<file path="src/rtl/mem_port_arbiter.sv">
// mem_port_arbiter
//   Arbitrates one single-port unified memory between instruction fetch (IF)
//   and load/store (MEM). One transfer is in flight at a time and runs
//   request -> ack -> response. Data accesses take priority over fetches.
//   A transfer that sees no Mem_ack for TIMEOUT_CYCLES busy cycles is aborted
//   with zero read data and a Bus_err pulse.
//   Optional build macro MEM_ARB_STARVE_GUARD_EN: after STARVE_LIMIT
//   consecutive data grants made while a fetch waits, the next grant goes
//   to the fetch.
module mem_port_arbiter #(
  parameter int ADDR_WIDTH     = 32,
  parameter int DATA_WIDTH     = 32,
  parameter int TIMEOUT_CYCLES = 15,
  parameter int STARVE_LIMIT   = 4
) (
  input  logic                    Clk,
  input  logic                    Reset_n,
  input  logic                    IF_req,
  input  logic [ADDR_WIDTH-1:0]   IF_addr,
  output logic [DATA_WIDTH-1:0]   IF_rdata,
  output logic                    IF_valid,
  input  logic                    DMEM_rd_en,
  input  logic                    DMEM_wr_en,
  input  logic [ADDR_WIDTH-1:0]   DMEM_addr,
  input  logic [DATA_WIDTH-1:0]   DMEM_wdata,
  input  logic [DATA_WIDTH/8-1:0] DMEM_be,
  output logic [DATA_WIDTH-1:0]   DMEM_rdata,
  output logic                    DMEM_valid,
  output logic                    Mem_req,
  output logic                    Mem_we,
  output logic [ADDR_WIDTH-1:0]   Mem_addr,
  output logic [DATA_WIDTH-1:0]   Mem_wdata,
  output logic [DATA_WIDTH/8-1:0] Mem_be,
  input  logic                    Mem_ack,
  input  logic [DATA_WIDTH-1:0]   Mem_rdata,
  output logic                    Stall_IF,
  output logic                    Stall_MEM,
  output logic                    Bus_err
);

  localparam int BE_WIDTH  = DATA_WIDTH / 8;
  localparam int TMO_BITS  = $clog2(TIMEOUT_CYCLES + 1);
  localparam int TMO_WIDTH = (TMO_BITS < 4) ? 4 : TMO_BITS;
  localparam logic [TMO_WIDTH-1:0] TMO_LAST = TMO_WIDTH'(TIMEOUT_CYCLES - 1);

  // Reject configurations the timeout and starvation counters cannot represent.
  if ((TIMEOUT_CYCLES < 1) || (STARVE_LIMIT < 1)) begin : g_param_check
    $error("mem_port_arbiter: TIMEOUT_CYCLES and STARVE_LIMIT must be >= 1");
  end

  typedef enum logic [2:0] {
    IDLE   = 3'd0,
    BUSY_D = 3'd1,
    BUSY_I = 3'd2,
    RESP_D = 3'd3,
    RESP_I = 3'd4
  } state_t;

  state_t                state;
  state_t                state_next;
  logic [TMO_WIDTH-1:0]  tmo_cnt;
  logic [TMO_WIDTH-1:0]  tmo_cnt_next;
  logic                  data_pending;
  logic                  fetch_forced;
  logic                  grant_data;
  logic                  grant_fetch;
  logic                  busy;
  logic                  busy_exit;

  // A simultaneous read and write request is a write; either one makes data pending.
  assign data_pending = DMEM_rd_en | DMEM_wr_en;

  // Stalls are combinational so the pipeline holds in the same cycle the request appears.
  assign Stall_IF  = IF_req & ~IF_valid;
  assign Stall_MEM = data_pending & ~DMEM_valid;

  assign busy      = (state == BUSY_D) || (state == BUSY_I);
  // Ack on the final allowed cycle still counts as a normal completion.
  assign busy_exit = busy && (Mem_ack || (tmo_cnt == TMO_LAST));

`ifdef MEM_ARB_STARVE_GUARD_EN
  localparam int STARVE_BITS  = $clog2(STARVE_LIMIT + 1);
  localparam int STARVE_WIDTH = (STARVE_BITS < 1) ? 1 : STARVE_BITS;

  logic [STARVE_WIDTH-1:0] starve_cnt;

  assign fetch_forced = IF_req && (starve_cnt == STARVE_WIDTH'(STARVE_LIMIT));

  // Count consecutive data grants made while a fetch is waiting.
  always_ff @(posedge Clk) begin
    if (!Reset_n) begin
      starve_cnt <= {STARVE_WIDTH{1'b0}};
    end else if (state == IDLE) begin
      if (!IF_req || grant_fetch) begin
        starve_cnt <= {STARVE_WIDTH{1'b0}};
      end else if (grant_data) begin
        starve_cnt <= starve_cnt + STARVE_WIDTH'(1);
      end else begin
        starve_cnt <= starve_cnt;
      end
    end else begin
      starve_cnt <= starve_cnt;
    end
  end
`else
  assign fetch_forced = 1'b0;
`endif

  // Grant decision, only taken in IDLE; data wins unless the fetch is being forced.
  always_comb begin
    grant_data  = 1'b0;
    grant_fetch = 1'b0;
    if (state == IDLE) begin
      if (data_pending && !fetch_forced) begin
        grant_data = 1'b1;
      end else if (IF_req) begin
        grant_fetch = 1'b1;
      end else begin
        grant_data  = 1'b0;
        grant_fetch = 1'b0;
      end
    end else begin
      grant_data  = 1'b0;
      grant_fetch = 1'b0;
    end
  end

  // Next-state and timeout counter; no grant is made from the response states.
  always_comb begin
    state_next   = state;
    tmo_cnt_next = tmo_cnt;
    case (state)
      IDLE: begin
        tmo_cnt_next = {TMO_WIDTH{1'b0}};
        if (grant_data) begin
          state_next = BUSY_D;
        end else if (grant_fetch) begin
          state_next = BUSY_I;
        end else begin
          state_next = IDLE;
        end
      end
      BUSY_D, BUSY_I: begin
        if (busy_exit) begin
          state_next   = (state == BUSY_D) ? RESP_D : RESP_I;
          tmo_cnt_next = {TMO_WIDTH{1'b0}};
        end else begin
          state_next   = state;
          tmo_cnt_next = tmo_cnt + TMO_WIDTH'(1);
        end
      end
      RESP_D, RESP_I: begin
        state_next = IDLE;
      end
      default: begin
        state_next   = IDLE;
        tmo_cnt_next = {TMO_WIDTH{1'b0}};
      end
    endcase
  end

  // State and timeout counter registers.
  always_ff @(posedge Clk) begin
    if (!Reset_n) begin
      state   <= IDLE;
      tmo_cnt <= {TMO_WIDTH{1'b0}};
    end else begin
      state   <= state_next;
      tmo_cnt <= tmo_cnt_next;
    end
  end

  // Memory-side request fields, latched at grant and held stable for the whole transfer.
  always_ff @(posedge Clk) begin
    if (!Reset_n) begin
      Mem_req   <= 1'b0;
      Mem_we    <= 1'b0;
      Mem_addr  <= {ADDR_WIDTH{1'b0}};
      Mem_wdata <= {DATA_WIDTH{1'b0}};
      Mem_be    <= {BE_WIDTH{1'b0}};
    end else begin
      Mem_req <= (state_next == BUSY_D) || (state_next == BUSY_I);
      if (grant_data) begin
        Mem_we    <= DMEM_wr_en;
        Mem_addr  <= DMEM_addr;
        Mem_wdata <= DMEM_wdata;
        Mem_be    <= DMEM_wr_en ? DMEM_be : {BE_WIDTH{1'b1}};
      end else if (grant_fetch) begin
        Mem_we    <= 1'b0;
        Mem_addr  <= IF_addr;
        Mem_wdata <= {DATA_WIDTH{1'b0}};
        Mem_be    <= {BE_WIDTH{1'b1}};
      end else begin
        Mem_we    <= Mem_we;
        Mem_addr  <= Mem_addr;
        Mem_wdata <= Mem_wdata;
        Mem_be    <= Mem_be;
      end
    end
  end

  // Completion pulses, error flag and read data; rdata holds until that requester's next completion.
  always_ff @(posedge Clk) begin
    if (!Reset_n) begin
      IF_valid   <= 1'b0;
      DMEM_valid <= 1'b0;
      Bus_err    <= 1'b0;
      IF_rdata   <= {DATA_WIDTH{1'b0}};
      DMEM_rdata <= {DATA_WIDTH{1'b0}};
    end else begin
      IF_valid   <= busy_exit && (state == BUSY_I);
      DMEM_valid <= busy_exit && (state == BUSY_D);
      Bus_err    <= busy_exit && !Mem_ack;
      if (busy_exit && (state == BUSY_I)) begin
        IF_rdata <= Mem_ack ? Mem_rdata : {DATA_WIDTH{1'b0}};
      end else begin
        IF_rdata <= IF_rdata;
      end
      if (busy_exit && (state == BUSY_D)) begin
        DMEM_rdata <= (Mem_ack && !Mem_we) ? Mem_rdata : {DATA_WIDTH{1'b0}};
      end else begin
        DMEM_rdata <= DMEM_rdata;
      end
    end
  end

endmodule

</file>
<file path="config.mk">
export PLATFORM = sky130hd
export DESIGN_NAME = mem_port_arbiter
export DESIGN_NICKNAME = d
export VERILOG_FILES = /design/src/rtl/mem_port_arbiter.sv
export SDC_FILE = /design/constraint.sdc
export NUM_CORES = 1
export LEC_CHECK = 0
export BUFFER_PORTS_ARGS = -buffer_cell sky130_fd_sc_hd__buf_4
export CORE_MARGIN = 8
export CORE_UTILIZATION = 42
export CTS_BUF_LIST = sky130_fd_sc_hd__clkbuf_4 sky130_fd_sc_hd__clkbuf_8 sky130_fd_sc_hd__clkbuf_16
export DETAILED_ROUTE_END_ITERATION = 12
export PLACE_DENSITY = 0.74
export SETUP_SLACK_MARGIN = 0.4
export SYNTH_ARGS = -nofsm -noshare
export SYNTH_HDL_FRONTEND = slang
export SYNTH_SLANG_ARGS = --single-unit
</file>
<file path="constraint.sdc">
create_clock -name Clk -period 2.43 [get_ports Clk]
set_input_delay 0.486 -clock Clk [delete_from_list [all_inputs] [get_ports Clk]]
set_output_delay 0.486 -clock Clk [all_outputs]
set_load 0.1 [all_outputs]
</file>
# [After elaboration in Yosys (flattened, before gate mapping)]
# Cells that the tools add are included.
[word_totals] inputBits=138 output_inout_bits=139 register_bits=144 wordCells=62
[classes] bitwise_logic=5 n_eq_ne=7 mux=23 add_sub_neg=1 n_reduce_logical=14
[ops] operator="2-to-1 mux 32 bit" count=6
[ops] operator="2-to-1 mux 4 bit" count=4
[ops] operator="== test 3 x 2 -> 1 bit (second input constant)" count=3
[ops] operator="case mux 4 bit (2 select lines)" count=1
[ops] operator="2-to-1 mux 1 bit" count=7
[ops] operator="== test 3 x 1 -> 1 bit (second input constant)" count=2
[ops] operator="2-to-1 mux 3 bit" count=2
[ops] operator="case mux 3 bit (2 select lines)" count=1
[ops] operator="logical AND 1 bit" count=5
[ops] operator="adder 4 x 1 -> 4 bit (second input constant)" count=1
[ops] operator="== test 4 bit (second input constant)" count=1
[ops] operator="2-to-1 mux 2 bit" count=2
[ops] operator="OR reduction 2 bit" count=2
[ops] operator="== test 3 bit (second input constant)" count=1
[ops] operator="logical NOT 3 bit" count=1
[ops] operator="logical OR 1 bit" count=3
[ops] operator="AND 1 bit" count=2
[ops] operator="logical NOT 1 bit" count=2
[ops] operator="NOT 1 bit" count=2
[ops] operator="nonzero test 2 bit" count=1
[ops] operator="OR 1 bit" count=1

# [Longest topological paths before layout]
[logic_depth] depth_word=8 depth_mapped=8 depth_no_buf=6

# [Least setup slack after synthesis]
# Ideal clock, no wire load.
[synth_path] kind="flip-flop to output port" startpoint="reg IF_valid" endpoint="out Stall_IF" stages_incl_launch_ff=2 arrival_ns=2.114 required_ns=1.944 setup_slack_ns=-0.170 n_path_buf=0 path_cell_list="dfxtp_1 > nor2b_1"
[synth_between] elab_chain_cells=2
[synth_lines] element="from (decl)" line="21" text="output logic IF_valid,"
[synth_lines] element="from (signal assigned)" line="211" text="IF_valid <= busy_exit && (state == BUSY_I);"
[synth_lines] element="NOT 1 bit" line="74" text="assign Stall_IF = IF_req & ~IF_valid;"
[synth_lines] element="AND 1 bit" line="74"
[synth_lines] element="to (decl)" line="36" text="output logic Stall_IF,"
# No other way between the ends.

# [Worst setup path after layout]
[layout_path] startpoint="reg tmo_cnt[0]" endpoint="reg DMEM_rdata[29]"
[layout_between] elab_chain_cells=4
[layout_lines] element="from (decl)" line="61" text="logic [TMO_WIDTH-1:0] tmo_cnt;"
[layout_lines] element="from (signal assigned)" line="166" text="tmo_cnt <= {TMO_WIDTH{1'b0}};"
[layout_lines] element="from (signal assigned)" line="169" text="tmo_cnt <= tmo_cnt_next;"
[layout_lines] element="== test 4 bit" line="79" text="assign busy_exit = busy && (Mem_ack || (tmo_cnt == TMO_LAST));"
[layout_lines] element="logical OR 1 bit" line="79"
[layout_lines] element="logical AND 1 bit" line="79"
[layout_lines] element="logical AND 1 bit" line="219" text="if (busy_exit && (state == BUSY_D)) begin"
[layout_lines] element="to (signal assigned)" line="209" text="DMEM_rdata <= {DATA_WIDTH{1'b0}};"
[layout_lines] element="to (signal assigned)" line="220" text="DMEM_rdata <= (Mem_ack && !Mem_we) ? Mem_rdata : {DATA_WIDTH{1'b0}};"
[layout_lines] element="to (signal assigned)" line="222" text="DMEM_rdata <= DMEM_rdata;"
[layout_lines] element="to (decl)" line="27" text="output logic [DATA_WIDTH-1:0] DMEM_rdata,"
# No other way between the ends.
# A chain may end at the register's enable or synchronous reset.

==> impl_metrics.ini <==
[floorplan]
start_util_pct = 42.43
io_pins = 277
dieArea_sq_mm = 0.01709
core_area_sq_mm = 0.01303
die-width_microns = 130.7
die_y_microns = 130.7
num_rows = 42

[yosys]
ys.flop_type = dfxtp_1
yosys-top-cells-count = dfxtp_1 (144), nand2_1 (135), nand3_1 (49)
ys_seq_elements = 144
synth_top_area_share_pct = 52.14
synth_edf_count = 0
yosysWarnings = 0
synth-simple-area-share_pct = 20.41
synth_most_common_cell = dfxtp_1
synthXorXnorAreaFrac_pct = 0.4752
syn_nets = 758
muxShareOfSynthArea_pct = 0.1810
synthCells = 618
synthArstFlopShare_pct = 0
synth.cell_area_sq_mm = 0.005529
syn_area_per_cell_sq_um = 8.947
ys_seq_area_share_pct = 52.14
synthAdderAreaFrac_pct = 0.6336
synth_top_cell_by_area = dfxtp_1
ys_types = 35
synth_compound_area_share_pct = 20.93
synth_area_leaders = dfxtp_1 (52%), nand2_1 (9.2%), a22o_1 (5.1%), nand3_1 (4.4%), a31oi_1 (3.7%)
synth_top_family_by_area = compound AO/OA/AOI/OAI gates

[pwr]
ir_drop_v = 0.0005433
p_per_area_mw_per_mm2 = 890.0
p_leak_nw = 3.647

[critical_path]
worst_ep_required_time_ps = 2770
worst_setup_path_end_kind = flop
worstSetupPathType = flop to flop
cp.arrival_ps = 2300
cp-start-kind = flop
worst-path-max-fanout = 9

[routing]
dr.pass1.iters = 5
ant_nets = 0
wirelength_microns = 18440
wl_per_cell_microns = 17.32
drc = 0
viasPerCell = 5.142
vias = 5476
drt-initial-drc-count = 256

[cts]
cts_tree = yes
cts_hold_buf = 0
cts_max_path_buffers = 2
cts_buffers = 17
cts_sinks = 144
path_clk_slew_ps = 60
insertion_delay_ps = 410
root_buffer = clkbuf_16
cts_htree_levels = 4

[cells_and_area]
final_cells = 1065
nets = 1016
final_util_pct = 63.87
areaGrowthSynthToFinish_pct = 50.55
layout-drive-gt1-share_pct = 43.53
diodes = 0
n_fill_cell = 1123

[timing]
drv_slew = 0
setup_violations = 0
period_minus_slack_ps = 1959
hold_viol_final = 0
slew_headroom_pct = 71.49
fin_setup_tns_ps = 0
tightest_slew_ps = 426.0
rsz0062_at_grt = yes
period_share_pct = 80.61
fmax_mhz = 510.5
skew_ps = 6.718

[grt]
grt_pass1_wl_microns = 28130
overflow = 0
grt_pass1_vias = 5573
grt_max_degree = 68
grtUsageTotal_pct = 20.80
antenna_found_initial = 0

[run_status]
status = finished clean

[place]
dpl.hpwl_microns = 13790
place_inst = 1027
io_buffers = 276
gp_congestion = 0.8479

[worst_hold_path]
hold_path.class = primary input to flop

[job]
cap_violations = 0
path summary, 6_finish.rpt:
path / from / end / slack, ps / depth (start not counted)
worst max-delay path: tmo_cnt[0] / DMEM_rdata[29] / 470 / 7
worst min-delay path: Mem_ack / Bus_err / 310 / 2
worst max register to register: tmo_cnt[0] / DMEM_rdata[29] / 470 / 7
worst min register to register: DMEM_rdata[23] / DMEM_rdata[23] / 450 / 2
logic make-up (layout without fill, tap and decap cells):
kind of cell / Yosys count / count (layout)
xor+xnor: 3 / 3
mux: 1 / 1
fa+ha+maj: 3 / 3
simple gates: 236 / 236
compound gates: 172 / 172
flops: 144 / 144
buf+inv: 59 / 330
routing by layer:
layer / track usage [%] / up-vias / wire [microns] / share of wire, %
met3: 6.209 / 29 / 1422 / 7.7
met4: 8.508 / 0 / 469 / 2.5
met2: 36.92 / 204 / 9652 / 52
met1: 22.71 / 2561 / 6897 / 37
met5: 0 / - / 0 / 0
li1: - / 2682 / - / -
repair_timing:
item	4_1_cts	5_1_grt
setup buffers	0	5
setup endpoints to repair	0	62
resized for setup	0	3
through the flow:
| step | power, mW | area (sq um) | setup WS (ps) | hold slack, ps |
|---|---|---|---|---|
| 5_1_grt | 7.689 | 8324 | 381.7 | 295.6 |
| 3_3_place_gp | 5.088 | 7717 | 492.3 | 444.1 |
| 4_1_cts | 7.448 | 8252 | 430.9 | 283.1 |
| 6_report | 7.409 | 8324 | 471.1 | 307.1 |
| 3_5_place_dp | 5.130 | 7717 | 439.8 | 445.6 |
| 2_1_floorplan | 4.500 | 5539 | 352.4 | 513.0 |
worst max-delay path, stage by stage (launching register included):
cell,delay [ps]
dfxtp_1,340
inv_1,90
ha_2,210
a31oi_4,140
or4b_4,670
buf_4,190
buf_4,130
o21ai_2,120
registers in the layout, indices dropped and copies added, names as in the netlist:
signal      flops
Mem_req         1
state           3
tmo_cnt         4
Mem_wdata      32
Mem_we          1
IF_valid        1
IF_rdata       32
Mem_be          4
DMEM_valid      1
Mem_addr       32
Bus_err         1
DMEM_rdata     32
power by group:
part	switching, mW	internal, mW
clock network	0.942	1.37
registers	0.115	2.55
logic	1.85	0.581
total	2.91	4.50
cell usage in the layout, fill, tap and decap left out, types with 2 or more instances in the layout:
| cell type | n |
|---|---|
| nor2_1 | 7 |
| clkbuf_16 | 18 |
| clkinv_4 | 2 |
| clkinv_2 | 5 |
| o21ai_2 | 22 |
| inv_1 | 3 |
| xor2_1 | 3 |
| nor3_1 | 8 |
| and3_1 | 2 |
| nand3_2 | 19 |
| o21ai_0 | 32 |
| o221a_2 | 4 |
| a22o_1 | 32 |
| nand3_1 | 49 |
| a31oi_1 | 33 |
| clkbuf_4 | 4 |
| nand2_1 | 134 |
| o21ai_1 | 10 |
| a21oi_1 | 34 |
| nor2b_2 | 2 |
| nor3_2 | 2 |
| nand2b_1 | 4 |
| buf_4 | 291 |
| buf_12 | 3 |
| dfxtp_1 | 143 |
| clkinvlp_4 | 3 |
layout make-up:
class	count	area [sq um]	area share (%)
Sequential cell	144	2884	34.65
Timing Repair Buffer	295	2270	27.27
Tap cell	176	220.2	2.645
Multi-Input combinational cell	415	2405	28.89
Clock inverter	10	65.06	0.7816
Clock buffer	22	469.2	5.637
Inverter	3	11.26	0.1353
Power figures use the tool's default switching activity.
